==> config.mk <==
export PLATFORM = sky130hd
export DESIGN_NAME = uart_tx
export DESIGN_NICKNAME = d
export VERILOG_FILES = /design/src/rtl/uart_tx_pkg.sv /design/src/rtl/uart_tx.sv
export SDC_FILE = /design/constraint.sdc
export NUM_CORES = 1
export LEC_CHECK = 0
export CELL_PAD_IN_SITES_DETAIL_PLACEMENT = 1
export CELL_PAD_IN_SITES_GLOBAL_PLACEMENT = 2
export CORE_UTILIZATION = 35
export DETAILED_ROUTE_END_ITERATION = 12
export PLACE_DENSITY = 0.83
export SETUP_SLACK_MARGIN = 0.3
export SYNTH_ARGS = -nofsm -noshare
export SYNTH_HDL_FRONTEND = slang
export SYNTH_SLANG_ARGS = --single-unit
==> constraint.sdc <==
create_clock -name clk -period 3 [get_ports clk]
set_input_delay 0.45 -clock clk [delete_from_list [all_inputs] [get_ports clk]]
set_output_delay 0.45 -clock clk [all_outputs]
set_load 0.02 [all_outputs]
==> src/rtl/uart_tx_pkg.sv <==
// Shared UART definitions: FSM state encoding and bit timing constants,
// used by both the transmitter and the oversampling receiver.
package uart_tx_pkg;

  typedef enum logic [2:0] {
    ST_IDLE   = 3'd0,
    ST_START  = 3'd1,
    ST_DATA   = 3'd2,
    ST_PARITY = 3'd3,
    ST_STOP   = 3'd4
  } uart_state_e;

  // s_ticks per start/data/parity bit (16x oversampling)
  localparam int unsigned TICKS_PER_BIT = 16;

endpackage

==> src/rtl/uart_tx.sv <==
// UART transmitter: start bit, DBIT data bits LSB-first, optional parity,
// SB_TICK/16 stop bits. Bit timing from the shared 16x s_tick enable.
module uart_tx
  import uart_tx_pkg::*;
#(
  parameter int unsigned DBIT       = 8,
  parameter int unsigned SB_TICK    = 16,
  parameter int unsigned PARITY_EN  = 0,
  parameter int unsigned PARITY_ODD = 0
) (
  input  logic       clk,
  input  logic       reset,
  input  logic       s_tick,
  input  logic       tx_start,
  input  logic [7:0] data_in,
  output logic       tx_busy,
  output logic       tx_done_tick,
  output logic       tx
);

  // Tick counter must reach SB_TICK-1 in the stop state
  localparam int unsigned TW = (SB_TICK > TICKS_PER_BIT) ? 5 : 4;
  localparam logic [TW-1:0] BIT_LAST  = TW'(TICKS_PER_BIT - 1);
  localparam logic [TW-1:0] STOP_LAST = TW'(SB_TICK - 1);
  localparam logic [2:0]    DBIT_LAST = 3'(DBIT - 1);
  localparam logic          ODD_BIT   = (PARITY_ODD != 0);
  localparam logic          HAS_PAR   = (PARITY_EN != 0);

  uart_state_e   state;
  logic [TW-1:0] tick_q;
  logic [2:0]    bit_q;
  logic [7:0]    shift_q;
  logic          par_q;

  // Frame sequencer; tx and tx_busy are loaded with the value belonging to
  // the state being entered, so the line follows the state register exactly.
  always_ff @(posedge clk) begin
    if (reset) begin
      state        <= ST_IDLE;
      tick_q       <= '0;
      bit_q        <= '0;
      shift_q      <= '0;
      par_q        <= 1'b0;
      tx           <= 1'b1;
      tx_busy      <= 1'b0;
      tx_done_tick <= 1'b0;
    end else begin
      tx_done_tick <= 1'b0;
      case (state)
        ST_IDLE: begin
          if (tx_start) begin
            state   <= ST_START;
            shift_q <= data_in;
            tick_q  <= '0;
            par_q   <= 1'b0;
            tx      <= 1'b0;
            tx_busy <= 1'b1;
          end
        end

        ST_START: begin
          if (s_tick) begin
            if (tick_q == BIT_LAST) begin
              tick_q <= '0;
              bit_q  <= '0;
              state  <= ST_DATA;
              tx     <= shift_q[0];
            end else begin
              tick_q <= tick_q + 1'b1;
            end
          end
        end

        ST_DATA: begin
          if (s_tick) begin
            if (tick_q == BIT_LAST) begin
              tick_q  <= '0;
              shift_q <= shift_q >> 1;
              par_q   <= par_q ^ shift_q[0];
              if (bit_q == DBIT_LAST) begin
                if (HAS_PAR) begin
                  state <= ST_PARITY;
                  // parity including the bit leaving now
                  tx    <= par_q ^ shift_q[0] ^ ODD_BIT;
                end else begin
                  state <= ST_STOP;
                  tx    <= 1'b1;
                end
              end else begin
                bit_q <= bit_q + 1'b1;
                tx    <= shift_q[1];
              end
            end else begin
              tick_q <= tick_q + 1'b1;
            end
          end
        end

        ST_PARITY: begin
          if (s_tick) begin
            if (tick_q == BIT_LAST) begin
              tick_q <= '0;
              state  <= ST_STOP;
              tx     <= 1'b1;
            end else begin
              tick_q <= tick_q + 1'b1;
            end
          end
        end

        ST_STOP: begin
          if (s_tick) begin
            if (tick_q == STOP_LAST) begin
              tick_q       <= '0;
              state        <= ST_IDLE;
              tx_done_tick <= 1'b1;
              tx_busy      <= 1'b0;
            end else begin
              tick_q <= tick_q + 1'b1;
            end
          end
        end

        default: begin
          state   <= ST_IDLE;
          tx      <= 1'b1;
          tx_busy <= 1'b0;
        end
      endcase
    end
  end

endmodule

== Yosys cells after proc, flatten, opt, wreduce, memory -nomap -nowiden ==
Cells that the tools add are included.
W data, S select, Z words.

* Add/sub/neg operators: 2
* Equality and inequality tests: 18
* Mux-type cells: 37
* Bitwise operators: 3
* Reductions and logical operators: 13

{| class="wikitable"
|+ Operators with widths
! operator !! count
|-
| $mux W3 || 13
|-
| $mux W8 || 3
|-
| $ne A2 B2 Y1 const B || 11
|-
| $pmux W8 S2 || 1
|-
| $pmux W3 S5 || 1
|-
| $mux W1 || 12
|-
| $mux W4 || 3
|-
| $reduce_and A10 Y1 || 1
|-
| $pmux W4 S2 || 1
|-
| $reduce_and A4 Y1 || 2
|-
| $reduce_and A8 Y1 || 1
|-
| $eq A3 B2 Y1 const B || 2
|-
| $eq A3 B3 Y1 const B || 2
|-
| $pmux W3 S2 || 1
|-
| $reduce_and A6 Y1 || 1
|-
| $reduce_bool A2 Y1 || 3
|-
| $reduce_or A3 Y1 || 2
|-
| $pmux W1 S5 || 1
|-
| $add A4 B1 Y4 const B || 1
|-
| $eq A4 B4 Y1 const B || 1
|-
| $reduce_or A4 Y1 || 1
|-
| $add A3 B1 Y3 const B || 1
|-
| $eq A3 B1 Y1 const B || 1
|-
| $logic_not A3 Y1 || 1
|-
| 4 further kinds || 6
|}

* Flip-flop bits (word level): 21
* Input port bits: 12
* Word-level logic and storage cells: 80

== Depth between registers and ports, before layout ==
Gate-level depths: netlist (run 1).

* Depth in word-level cells: 5
* Depth in mapped cells: 7
* Mapped depth without buffers: 6

== Worst setup path after synthesis (run 1) ==
Ideal clock, no wire load.

* Path kind: reg2reg
* From: register bit_q[0]
* To: register bit_q[1]
* Data arrival time: 1.573 ns
* Required time: 2.872 ns
* Slack: 1.299 ns
* Cell stages (with the launch flop): 7
* Clock period less this slack: 1.701 ns
* Cells stage by stage: dfxtp_1 ha_1 ha_1 or3b_1 a211o_1 a22oi_1 nor2_1

* Cells in the longest elaborated chain, start to end: 5

{| class="wikitable"
|+ RTL lines
! element !! line !! source
|-
| start: declaration || uart_tx.sv:31 || <nowiki>logic [2:0] bit_q;</nowiki>
|-
| start signal: assignment || uart_tx.sv:90 || <nowiki>bit_q <= bit_q + 1'b1;</nowiki>
|-
| $add A3 B1 Y3 || uart_tx.sv:90 ||
|-
| $mux W3 || uart_tx.sv:80 || <nowiki>if (bit_q == DBIT_LAST) begin</nowiki>
|-
| $mux W3 || uart_tx.sv:76 || <nowiki>if (tick_q == BIT_LAST) begin</nowiki>
|-
| $mux W3 || uart_tx.sv:75 || <nowiki>if (s_tick) begin</nowiki>
|-
| $pmux W3 S2 || uart_tx.sv:49 || <nowiki>case (state)</nowiki>
|}

Several ways; a longest one is shown, not always the timed one. The select of a mux whose other input is x is not followed.
A chain may end at the register's enable or synchronous reset.

== Final worst setup path (run 1) ==
* From: input tx_start
* To: register tick_q[0]

* Cells in the longest elaborated chain, start to end: 2

{| class="wikitable"
|+ RTL lines
! element !! line !! source
|-
| start: declaration || uart_tx.sv:14 || <nowiki>input logic tx_start,</nowiki>
|-
| $ne A2 B2 Y1 (no source line) || -- ||
|-
| $reduce_and A3 Y1 (no source line) || -- ||
|-
| end signal: assignment || uart_tx.sv:69 || <nowiki>tick_q <= tick_q + 1'b1;</nowiki>
|-
| end signal: assignment || uart_tx.sv:94 || <nowiki>tick_q <= tick_q + 1'b1;</nowiki>
|-
| end signal: assignment || uart_tx.sv:106 || <nowiki>tick_q <= tick_q + 1'b1;</nowiki>
|-
| end: declaration || uart_tx.sv:30 || <nowiki>logic [TW-1:0] tick_q;</nowiki>
|}

Every way passes these cells.

==> results of run 1 <==
final cells by class:
| cell class | instances | area [µm²] | share of cell area (%) |
|---|---|---|---|
| Timing Repair Buffer | 16 | 155 | 11.9 |
| Sequential cell | 21 | 420 | 32.1 |
| Tap cell | 44 | 55.1 | 4.21 |
| Inverter | 6 | 22.5 | 1.72 |
| Clock inverter | 1 | 5.00 | 0.382 |
| Clock buffer | 3 | 22.5 | 1.72 |
| Multi-Input combinational cell | 88 | 628 | 48.0 |
where the power goes:
part | total [µW] | internal, µW | leakage, µW | switching [µW]
Clock | 138 | 49.7 | 0.0000177 | 88.7
Sequential | 305 | 292 | 0.000172 | 12.2
Combinational | 78.5 | 40.2 | 0.000267 | 38.3
placed cells by master (no fill, tap or decap), types with 4 or more instances in the layout:
master and instances:
a21oi_1 12, a311oi_1 7, clkdlybuf4s50_1 14, dfxtp_1 21, inv_1 6, mux2i_1 8, nand2_1 5, nand3_1 4
nor2_1 9
worst min path at each step:
stage | from | end | slack (ns)
finish | tick_q[1] | tick_q[1] | 0.49
global placement | tick_q[1] | tick_q[1] | 0.47
global route | tick_q[1] | tick_q[1] | 0.53
detailed placement | tick_q[1] | tick_q[1] | 0.47
floorplan | tick_q[1] | tick_q[1] | 0.45
CTS | tick_q[1] | tick_q[1] | 0.49
logic make-up after synthesis:
logic type | count (synthesis) | synth area share [%]
flip-flops | 21 | 37.3
AO/OA/AOI/OAI | 42 | 27.0
buffers and inverters | 15 | 6.99
adder cells (fa/ha/maj) | 3 | 3.33
multiplexers | 8 | 7.10
AND/OR/NAND/NOR | 35 | 18.3
synthesized netlist by cell type, types with 2 or more instances:
cell,count,area (µm²)
nand3_1,4,20.0
nor2_1,9,33.8
dfxtp_1,21,420
nand2b_1,2,12.5
a31oi_1,3,18.8
a311oi_1,7,61.3
a21oi_2,2,17.5
o21ai_0,2,10.0
buf_2,3,15.0
mux2i_1,8,80.1
ha_1,3,37.5
a22oi_1,2,15.0
a21oi_1,12,60.1
nand2_1,5,18.8
inv_1,6,22.5
buf_6,2,22.5
nor3_1,2,10.0
clkbuf_1,2,7.51
or3_1,2,12.5
and4_1,2,17.5
critical path, cell delays in order:
cell,delay (ns)
clkdlybuf4s50_1,0.54
nor4b_2,0.47
a31oi_2,0.14
or4b_1,0.49
a21oi_1,0.13
registers in the layout, indices dropped and copies added (netlist names):
register	flops
tx_done_tick	1
shift_q	8
state	3
tx	1
tx_busy	1
bit_q	3
tick_q	4
layer usage:
| layer | vias up | wire (µm) | GRT usage, % |
|---|---|---|---|
| li1 | 506 | - | - |
| met1 | 479 | 1310 | 21.5 |
| met2 | 8 | 1190 | 26.6 |
| met3 | 2 | 39 | 3.96 |
| met4 | 0 | 17 | 3.40 |
| met5 | - | 0 | 0 |
stage by stage:
step / area (µm²) / util, % / std cells / setup WS (ns) / power (µW)
after floorplan: 1130 / - / 124 / 1.30 / 360
after global placement: 1280 / 42.0 / 175 / 0.704 / 387
after detailed placement: 1280 / 42.0 / 175 / 0.705 / 390
after CTS: 1310 / 42.9 / 179 / 1.03 / 532
after global routing: 1310 / 42.9 / 179 / 0.895 / 554
final: 1310 / 42.9 / 179 / 1.02 / 522
==> impl_metrics.json, run 1 <==
{
  "crit_fanout": 5,
  "rr_endpoint": "shift_q[3]",
  "firstDrtPassIters": 3,
  "hold_buffers": 0,
  "critical_path_class": "primary input to flip-flop",
  "post_cts_buffers": 0,
  "vias": 995,
  "top_level_ports": 15,
  "critPathLaunch": "tx_start",
  "dp_hpwl_um": 1820,
  "cp-start-kind": "primary input",
  "cts_tree": "yes",
  "final.fill_count": 372,
  "die_x_um": 58.8,
  "num_antenna_cells": 0,
  "grt_first_pass_wirelength_um": 4300,
  "critPathCapture": "tick_q[0]",
  "initial_core_util_pct": 36.9,
  "async_flop_share_pct": 0,
  "cts.sinks": 21,
  "antenna_found_initial": 0,
  "drv_slew": 0,
  "required_ns": 3.24,
  "timing.fmax_mhz": 506,
  "synth_cell_types": 45,
  "die_height_um": 58.8,
  "setup_tns_ns": 0,
  "ctsResizeCount": 0,
  "cellPowerDensity_nw_per_um2": 398,
  "grt_max_degree": 16,
  "synth-seq-cells": 21,
  "drive_above_1_share_pct": 9.63,
  "layout_min_cycle_time_ns": 1.98,
  "syn_inst": 124,
  "end_kind": "flip-flop",
  "yosys_warnings": 0,
  "design.die.area_um2": 3450,
  "tightest_slew_ns": 0.582,
  "via_per_inst": 5.56,
  "grtUsageTotal_pct": 16.2,
  "root_buffer": "clkbuf_4",
  "wl_per_cell_um": 14.3,
  "port_buffers": 14,
  "insertion_delay_ns": 0.30,
  "hold_ws_ns": 0.490,
  "rr_worst_depth": 5,
  "clk_path_buf_depth": 2,
  "cts_buffers": 3,
  "skew_ns": 0.0109,
  "yosysSeqAreaShare_pct": 37.3,
  "synth_fp_nets": 139,
  "irDropWorstVdd_v": 0.000206,
  "avgSynthCellArea_um2": 9.09,
  "core-area_um2": 3050,
  "clk_pin_slew_ns": 0.13,
  "hold_class": "flip-flop to flip-flop",
  "crit_arrival_ns": 2.22,
  "areaGrowthSynthToFinish_pct": 16.1,
  "drt_iter0_markers": 38,
  "drt_wl_total_um": 2550,
  "drc": 0,
  "rsz0062_at_grt": "no",
  "nets": 151,
  "hold_viol_final": 0,
  "grt_overflow_total": 0,
  "row_count": 20,
  "outcome": "finished, final reports clean",
  "p_leak_uw": 0.000457,
  "timing.reg2reg.setup_slack_ns": 1.14,
  "synth_ff_type": "dfxtp_1",
  "htree_levels": 1,
  "synth_edf_count": 0,
  "hold_depth": 2,
  "drv_cap": 0,
  "netlist_area_um2": 1130,
  "r2r-start": "state[1]",
  "setup_viol": 0,
  "gp_congestion": 0.756,
  "ant_nets": 0,
  "slew_headroom_pct": 61.2,
  "first_global_vias": 953,
  "period_share_pct": 65.9
}
No activity file was read; power rests on OpenSTA's default activity.
==> inputs of run 2 (changes only) <==
--- a/config.mk
+++ b/config.mk
@@ -7,9 +7,9 @@
 export LEC_CHECK = 0
 export CELL_PAD_IN_SITES_DETAIL_PLACEMENT = 1
 export CELL_PAD_IN_SITES_GLOBAL_PLACEMENT = 2
-export CORE_UTILIZATION = 35
+export CORE_UTILIZATION = 33
 export DETAILED_ROUTE_END_ITERATION = 12
-export PLACE_DENSITY = 0.83
+export PLACE_DENSITY = 0.79
 export SETUP_SLACK_MARGIN = 0.3
 export SYNTH_ARGS = -nofsm -noshare
 export SYNTH_HDL_FRONTEND = slang
==> constraint.sdc (replaced) <==
create_clock -name clk -period 2 [get_ports clk]
set_input_delay 0.3 -clock clk [delete_from_list [all_inputs] [get_ports clk]]
set_output_delay 0.3 -clock clk [all_outputs]
set_load 0.02 [all_outputs]
==> impl_metrics.json, run 2 (synthesized netlist as in run 1, its figures left out) <==
{
  "outcome": "finished, final reports clean",
  "dp_hpwl_um": 2090,
  "grt_overflow_total": 0,
  "first_global_vias": 1053,
  "num_antenna_cells": 0,
  "drv_cap": 0,
  "crit_arrival_ns": 1.91,
  "p_leak_uw": 0.000523,
  "top_level_ports": 15,
  "core-area_um2": 3150,
  "drc": 0,
  "hold_class": "flip-flop to flip-flop",
  "cp-start-kind": "flip-flop",
  "placed_area_um2": 1340,
  "rsz0062_at_grt": "yes",
  "setup_tns_ns": 0,
  "skew_ns": 0.00166,
  "slew_headroom_pct": 77.4,
  "hold_depth": 2,
  "end_kind": "flip-flop",
  "cts.sinks": 21,
  "cp_slowest_stage_delay_ns": 0.37,
  "rr_worst_depth": 5,
  "gp_congestion": 0.752,
  "htree_levels": 1,
  "drv_slew": 0,
  "cts_buffers": 3,
  "layout_min_cycle_time_ns": 1.70,
  "drive_above_1_share_pct": 25.5,
  "critPathLaunch": "state[2]",
  "setup_viol": 0,
  "mostFrequentLayoutCells": "dfxtp_1, buf_4, clkdlybuf4s50_1",
  "via_per_inst": 5.61,
  "port_buffers": 14,
  "clk_pin_slew_ns": 0.12,
  "required_ns": 2.21,
  "irDropWorstVdd_v": 0.000324,
  "grt_first_pass_wirelength_um": 4910,
  "final.fill_count": 381,
  "insertion_delay_ns": 0.30,
  "grtUsageTotal_pct": 17.9,
  "wl_per_cell_um": 15.7,
  "top_regs": "shift_q (8), tick_q (4)",
  "crit_fanout": 13,
  "critical_path_class": "flip-flop to flip-flop",
  "crit_family": "compound AO/OA/AOI/OAI gates",
  "utilization_pct": 47.2,
  "clk_path_buf_depth": 2,
  "period_share_pct": 85.2,
  "multi_input_area_um2": 694,
  "drt_iter0_markers": 25,
  "ant_nets": 0,
  "design.die.area_um2": 3650,
  "areaGrowthSynthToFinish_pct": 32.0,
  "post-route-cell-area_um2": 1490,
  "grt_max_degree": 14,
  "hold_path_end": "tick_q[1]",
  "hold_viol_final": 0,
  "min_from": "tick_q[1]",
  "root_buffer": "clkbuf_4",
  "antenna_found_initial": 0,
  "crit_buf_inv": 1,
  "row_count": 20,
  "cts_tree": "yes",
  "slowest_stage": "dfxtp_2",
  "firstDrtPassIters": 4,
  "initial_core_util_pct": 35.8,
  "drt_wl_total_um": 3020,
  "nets": 165,
  "regMostFlops": "shift_q",
  "timing.reg2reg.setup_slack_ns": 0.30,
  "die_height_um": 60.4,
  "timing.fmax_mhz": 587,
  "crit_chain": "buf_4 > nor3b_2 > a41o_4 > a21oi_1 > a311oi_1",
  "r2r-start": "state[2]",
  "die_x_um": 60.4,
  "rr_endpoint": "shift_q[6]",
  "cellPowerDensity_nw_per_um2": 541,
  "tightest_slew_ns": 0.334,
  "vias": 1082,
  "largest_reg_flops": 8,
  "seq_area_um2": 429
}
==> run 2: changes by cell type in the layout (fill, tap and decap cells not counted), moves of 2 or more <==
| cell | previous run | this run |
|---|---|---|
| ha_4 | 0 | 2 |
| a22oi_2 | 0 | 2 |
| a22oi_1 | 2 | 0 |
| ha_1 | 3 | 0 |
| buf_4 | 2 | 16 |
| dfxtp_1 | 21 | 16 |
| dfxtp_2 | 0 | 4 |
==> run 2: power by group <==
| group | internal (µW) | switching [µW] |
|---|---|---|
| logic | 73.4 | 63.3 |
| registers | 439 | 20.0 |
| clock network | 77.7 | 132 |
==> run 2: timing repair <==
action / in CTS / in global routing
hold buffers: 0 / 0
gates resized for setup: 5 / 11
buffers inserted: 4 / 3
setup endpoints to repair: 12 / 13
pin swaps: 2 / 2
==> run 2: stage by stage <==
stage / hold slack (ns) / cells / worst slack [ns] / power (µW)
6_report: 0.497 / 193 / 0.297 / 805
5_1_grt: 0.533 / 193 / 0.213 / 852
4_1_cts: 0.501 / 190 / 0.306 / 807
3_5_place_dp: 0.483 / 182 / 0.00897 / 592
3_3_place_gp: 0.470 / 182 / 0.0583 / 586
2_1_floorplan: 0.449 / 124 / 0.329 / 540
==> run 2: area by class of cell <==
| cell class | count | share of cell area (%) |
|---|---|---|
| timing repair buffer | 30 | 17.5 |
| inverter | 6 | 1.51 |
| sequential | 21 | 28.8 |
| clock buffer | 4 | 1.77 |
| tap | 44 | 3.70 |
| multi-input combinational | 88 | 46.7 |
==> run 2: layer usage <==
metal / part of all wire (%) / GRT usage (%) / wire length [µm]
met1: 46 / 23.3 / 1380
met3: 2.5 / 3.84 / 77
met5: 0 / 0 / 0
met4: 0 / 2.60 / 0
met2: 52 / 31.2 / 1570
==> run 2: tightest hold or removal path, stage by stage (launching register included) <==
cell     delay (ns)
dfxtp_1        0.35
nand2_1        0.06
a21oi_1        0.05
==> run 2: how the worst max path moves through the flow <==
| stage | to | slack (ns) | depth (start not counted) |
|---|---|---|---|
| CTS | tick_q[0] | 0.31 | 4 |
| global placement | shift_q[2] | 0.06 | 5 |
| detailed placement | shift_q[6] | 0.009 | 5 |
| global route | shift_q[6] | 0.21 | 5 |
| floorplan | bit_q[2] | 0.33 | 6 |
| finish | shift_q[6] | 0.30 | 5 |
==> inputs of run 3 (changes only) <==
--- a/config.mk
+++ b/config.mk
@@ -11,6 +11,7 @@
 export DETAILED_ROUTE_END_ITERATION = 12
 export PLACE_DENSITY = 0.79
 export SETUP_SLACK_MARGIN = 0.3
+export SLEW_MARGIN = 20
 export SYNTH_ARGS = -nofsm -noshare
 export SYNTH_HDL_FRONTEND = slang
 export SYNTH_SLANG_ARGS = --single-unit
==> results of run 3 <==
The final DEF is identical to that of run 2; final timing and power are the same.
